**src/rtl/ctrl_pipe_hazard.sv**
```systemverilog
// ctrl_pipe_hazard
// Control-side pipeline for the SAD datapath. Carries the decoded control
// bundle and register specifiers from ID through the ID/EX, EX/MEM and
// MEM/WB control registers. It also detects load-use hazards and inserts a
// single bubble for each one. It generates the EX-stage forwarding selects,
// flushes on a taken branch/jump, and keeps a saturating stall counter for
// loop profiling.
//
// Ports
//   Clk, Rst_n                      clock (rising edge), async active-low reset
//   ID_*                            decoded bundle and specifiers from ID
//   EX_BranchTaken                  branch/jump resolved taken in EX
//   EX_WB/M/ALUOp/ALUSrc/Rs/Rt      ID/EX register contents
//   EX_WriteReg                     EX destination (RegDst ? Rd : Rt)
//   MEM_WB, MEM_M, MEM_WriteReg     EX/MEM register contents
//   WB_WB, WB_WriteReg              MEM/WB register contents
//   ForwardA, ForwardB              00 regfile, 10 from MEM, 01 from WB
//   Stall, Flush                    hold PC + IF/ID / squash IF/ID
//   StallCount                      saturating count of stall cycles
module ctrl_pipe_hazard #(
    parameter int ALUOP_W = 5,
    parameter int M_W     = 5,
    parameter int WB_W    = 2,
    parameter int CNT_W   = 16
) (
    input  logic               Clk,
    input  logic               Rst_n,
    input  logic               ID_Valid,
    input  logic [WB_W-1:0]    ID_WB,
    input  logic [M_W-1:0]     ID_M,
    input  logic [ALUOP_W-1:0] ID_ALUOp,
    input  logic               ID_ALUSrc,
    input  logic               ID_RegDst,
    input  logic [4:0]         ID_Rs,
    input  logic [4:0]         ID_Rt,
    input  logic [4:0]         ID_Rd,
    input  logic               EX_BranchTaken,
    output logic [WB_W-1:0]    EX_WB,
    output logic [M_W-1:0]     EX_M,
    output logic [ALUOP_W-1:0] EX_ALUOp,
    output logic               EX_ALUSrc,
    output logic [4:0]         EX_Rs,
    output logic [4:0]         EX_Rt,
    output logic [4:0]         EX_WriteReg,
    output logic [WB_W-1:0]    MEM_WB,
    output logic [M_W-1:0]     MEM_M,
    output logic [4:0]         MEM_WriteReg,
    output logic [WB_W-1:0]    WB_WB,
    output logic [4:0]         WB_WriteReg,
    output logic [1:0]         ForwardA,
    output logic [1:0]         ForwardB,
    output logic               Stall,
    output logic               Flush,
    output logic [CNT_W-1:0]   StallCount
);

    // RegDst and Rd are kept so the destination is resolved in EX. A bubble
    // zeroes both, which makes EX_WriteReg read as $0.
    logic       ex_regdst;
    logic [4:0] ex_rd;

    logic ex_load;
    logic id_uses_rt;
    logic hazard;
    logic load_bubble;

    assign EX_WriteReg = ex_regdst ? ex_rd : EX_Rt;

    assign ex_load    = (EX_M[1:0] != 2'b00) && EX_WB[1];
    assign id_uses_rt = ID_RegDst || (ID_M[3:2] != 2'b00) || ID_M[4];
    assign hazard     = ex_load && (EX_WriteReg != 5'd0) &&
                        ((EX_WriteReg == ID_Rs) ||
                         (id_uses_rt && (EX_WriteReg == ID_Rt)));

    // A taken branch squashes the ID instruction anyway, so a stall would
    // only waste a cycle and skew the profile counter.
    assign Stall       = ID_Valid && !EX_BranchTaken && hazard;
    assign Flush       = EX_BranchTaken;
    assign load_bubble = EX_BranchTaken || Stall || !ID_Valid;

    // MEM is checked first because it holds the newer value of the register.
    function automatic logic [1:0] fwd_sel(
        input logic [4:0] src,
        input logic       mem_wr,
        input logic [4:0] mem_reg,
        input logic       wb_wr,
        input logic [4:0] wb_reg
    );
        logic [1:0] sel;
        sel = 2'b00;
        if (mem_wr && (mem_reg != 5'd0) && (mem_reg == src)) begin
            sel = 2'b10;
        end else if (wb_wr && (wb_reg != 5'd0) && (wb_reg == src)) begin
            sel = 2'b01;
        end
        return sel;
    endfunction

    assign ForwardA = fwd_sel(EX_Rs, MEM_WB[1], MEM_WriteReg, WB_WB[1], WB_WriteReg);
    assign ForwardB = fwd_sel(EX_Rt, MEM_WB[1], MEM_WriteReg, WB_WB[1], WB_WriteReg);

    // ID/EX: a bubble on flush, stall or an empty ID slot.
    always_ff @(posedge Clk or negedge Rst_n) begin
        if (!Rst_n) begin
            EX_WB     <= '0;
            EX_M      <= '0;
            EX_ALUOp  <= '0;
            EX_ALUSrc <= 1'b0;
            EX_Rs     <= '0;
            EX_Rt     <= '0;
            ex_rd     <= '0;
            ex_regdst <= 1'b0;
        end else if (load_bubble) begin
            EX_WB     <= '0;
            EX_M      <= '0;
            EX_ALUOp  <= '0;
            EX_ALUSrc <= 1'b0;
            EX_Rs     <= '0;
            EX_Rt     <= '0;
            ex_rd     <= '0;
            ex_regdst <= 1'b0;
        end else begin
            EX_WB     <= ID_WB;
            EX_M      <= ID_M;
            EX_ALUOp  <= ID_ALUOp;
            EX_ALUSrc <= ID_ALUSrc;
            EX_Rs     <= ID_Rs;
            EX_Rt     <= ID_Rt;
            ex_rd     <= ID_Rd;
            ex_regdst <= ID_RegDst;
        end
    end

    // EX/MEM and MEM/WB always advance. The branch in EX moves on to MEM
    // untouched by its own flush.
    always_ff @(posedge Clk or negedge Rst_n) begin
        if (!Rst_n) begin
            MEM_WB       <= '0;
            MEM_M        <= '0;
            MEM_WriteReg <= '0;
            WB_WB        <= '0;
            WB_WriteReg  <= '0;
        end else begin
            MEM_WB       <= EX_WB;
            MEM_M        <= EX_M;
            MEM_WriteReg <= EX_WriteReg;
            WB_WB        <= MEM_WB;
            WB_WriteReg  <= MEM_WriteReg;
        end
    end

    always_ff @(posedge Clk or negedge Rst_n) begin
        if (!Rst_n) begin
            StallCount <= '0;
        end else if (Stall && (StallCount != {CNT_W{1'b1}})) begin
            StallCount <= StallCount + CNT_W'(1);
        end
    end

endmodule

```
**config.mk**
```make
export PLATFORM = sky130hd
export DESIGN_NAME = ctrl_pipe_hazard
export DESIGN_NICKNAME = d
export VERILOG_FILES = /design/src/rtl/ctrl_pipe_hazard.sv
export SDC_FILE = /design/constraint.sdc
export NUM_CORES = 1
export LEC_CHECK = 0
export ABC_AREA = 1
export BUFFER_PORTS_ARGS = -buffer_cell sky130_fd_sc_hd__buf_4
export CAP_MARGIN = 20
export CORE_ASPECT_RATIO = 2
export CORE_MARGIN = 1
export CORE_UTILIZATION = 40
export CTS_CLUSTER_SIZE = 14
export DETAILED_ROUTE_END_ITERATION = 6
export PLACE_DENSITY = 0.72
export SKIP_LAST_GASP = 1
export SYNTH_ARGS = -nofsm -noshare
export SYNTH_HDL_FRONTEND = slang
export SYNTH_SLANG_ARGS = --single-unit
```
**constraint.sdc**
```tcl
create_clock -name Clk -period 2 [get_ports Clk]
set_input_delay 0.3 -clock Clk [delete_from_list [all_inputs] [get_ports Clk]]
set_output_delay 0.3 -clock Clk [all_outputs]
set_load 0.02 [all_outputs]
```
==> metrics <==
minimum clock period 2.06 ns; CTS tree yes; Slew Limit Fails 0; list of most frequent post-synthesis cells 92 x nand2_1, 64 x dfrtp_1, 55 x inv_1; Rel. slew slack 74.2%; CP peak stage delay 0.48 ns; grt total ovfl 0; clk slew on worst S/H paths 0.05 ns; kind of critical path register to output port; Initial Util 42.0%; max FFs per register 16; CTS sink cnt 64; Critical Path End Type output port; count of cell types in the netlist 26; final setup fails 1; register area share after synthesis a little over half; core box area 0.00732 mm²; Layout Area Growth over Synthesis 47.2%; worst hold slack between 0.15 and 0.2 ns; failing checks setup timing; H-tree levels 3; Synth area leader dfrtp_1; delay-heaviest family, CP simple AND/OR/NAND/NOR gates; initial DRC count 157; Worst EP required 1.70 ns; synthesized area 0.00308 mm²; Root Buffer clkbuf_16; number of placed instances, taps included 555; Max Fclk roughly 0.49 GHz; n_diodes 0; maximum vdd drop roughly 520 µV; Final Hold Viols 0; syn nets 395; CP cell instances inv_2 > nand2_1 > nand3_1 > nand2_1 > nor2_1 > nand3_1 > nand2_2 > nand3_2 > inv_2 > buf_6; pwr dens roughly 770 mW/mm²; met3 GRT Util 4.08%; routability cong. approximately 0.9; share of layout cells above drive strength 1 33.6%; initial antenna violation count 0; unrepaired setup endpoints after global routing yes; GR peak layer met2; IO Port Bufs 101; Worst Max-Slew Pin Slew 0.383 ns; Rows 44; Max-Cap Viols 0; routed vias/inst 4.76; Final Power 0.00348 W; global-route wire length before repair 13.5 mm; DRT Wirelength around 8.4 mm; Leakage 2.49 nW; detailed-route via count 2,791; Setup Skew 0.00219 ns; worst-skew pair later-pin latency 0.32 ns; worst path bufs/invs 3; CP max stage cell dfrtp_2; GRT Total Usage between 20% and 30%; HPWL Detailed 6.07 mm; Die Y 126 µm; Routed Antenna Nets 0; EDFF count, synth 0; asr flop ratio synth 100%; CP Launch Type register; Final Cycle Share 103%; Finished Layout Cells 586; final worst slack -0.0583 ns; CTS Buf Count 9; Avg WL per Cell 14.3 µm; Clock Tree Buf Depth 2; outcome complete, but fails checks; Warnings, synthesis 0; Seq cells post-synth 64; Top reg by flops StallCount; Synth top area share approximately 52%; Cells after Synth 361; Pre-antenna DRT Iters 4; worst hold path class primary input to register; Die X 64 µm; most common cell in the netlist nand2_1; Remaining DRCs 0; Die ar. 0.00806 mm²; critical path peak fanout 8; largest net degree at the start of global routing 38; Syn Area/Cell 8.52 µm²; ranking of synthesized cells by area dfrtp_1 52%, nand2_1 11%, inv_1 6.7%; top_reg_cell synth dfrtp_1; I/O pin total 102; # fillers 648; GRT met1 Usage 21.3%; dpl ws 0.0239 ns; number of global-route vias before repair 2,919; GR Layer Usage met2 42.9%; WP data arrival 1.76 ns; nets 523
## routing by layer
layer	share of wire [%]	wire (µm)	vias to the layer above
met1	34	2840	1335
met4	3.6	299	0
li1	-	-	1350
met2	58	4910	83
met5	0	0	-
met3	4.1	348	23
## placed cells by master (no fill, tap or decap), drive strengths merged, types with 2 or more instances in the layout
cell / Yosys / final
buf: 7 / 122
nand2: 99 / 99
dfrtp: 64 / 64
inv: 57 / 57
nor2: 50 / 50
nand3: 27 / 27
xnor2: 18 / 18
xor2: 17 / 17
clkbuf: 0 / 11
nor3: 7 / 7
nand4: 6 / 6
or2: 2 / 2
o41ai: 2 / 2
nor4: 2 / 2
clkinvlp: 0 / 2
bufinv: 0 / 2
clkinv: 0 / 2
## power by group
part,leakage (nW),total (W),internal [W],switching (W)
clock,0.152,0.00167,0.00112,0.000547
combinational,1.47,0.000423,0.000192,0.000231
sequential,0.864,0.00139,0.00134,0.0000478
## path summary, 6_finish.rpt
path / startpoint / endpoint / slack, ns / cells after the start
setup / recovery: ex_regdst / Stall / -0.06 / 10
hold / removal: ID_ALUOp[0] / EX_ALUOp[0] / 0.19 / 3
setup reg to reg: ex_regdst / ex_regdst / 0.11 / 11
hold reg to reg: EX_M[2] / MEM_M[2] / 0.38 / 0
max in group asynchronous: Rst_n / ex_regdst / 1.01 / 3
min in group asynchronous: Rst_n / StallCount[13] / 0.44 / 2
## tightest hold or removal path, delay by kind of cell
family / cells / cell delay [ns]
buffers and inverters: 2 / 0.15
AND/OR/NAND/NOR: 1 / 0.03
## area by class of cell
class,instances,area (µm²),area share [%]
multi-input cells,233,1280,28.2
clock buffers,11,243,5.36
inverters,57,219,4.84
well taps,92,115,2.54
clock inverters,5,80.1,1.77
flip-flops and latches,64,1600,35.4
repair buffers,123,983,21.7
repair inverters,1,3.75,0.0829
## repair_timing
| action | CTS | global route |
|---|---|---|
| setup endpoints to repair | 5 | 22 |
| endpoints found under the hold margin | 27 | 0 |
| hold buffers | 1 | 0 |
| setup buffers | 11 | 2 |
| pin swaps | 8 | 4 |
| gates cloned | 1 | 0 |
| resized for setup | 14 | 6 |
## through the flow
stage               setup TNS [ns]  util [%]  cell area [µm²]
floorplan                        0         -             3080
global placement                 0      54.5             3990
detailed placement               0      54.5             3990
CTS                        -0.0357      61.2             4480
global route                -0.352      61.8             4530
finish                     -0.0583      61.8             4530
## cells by family (layout without fill, tap and decap cells)
family          Yosys count  after routing  share of synthesized area (%)
buf+inv                  64            197                           9.11
flops                    64             64                           52.1
xor+xnor                 35             35                           9.97
compound gates            4              4                           1.02
simple gates            193            193                           27.4
fa+ha+maj                 1              1                          0.407
No activity file was read; power rests on OpenSTA's default activity.
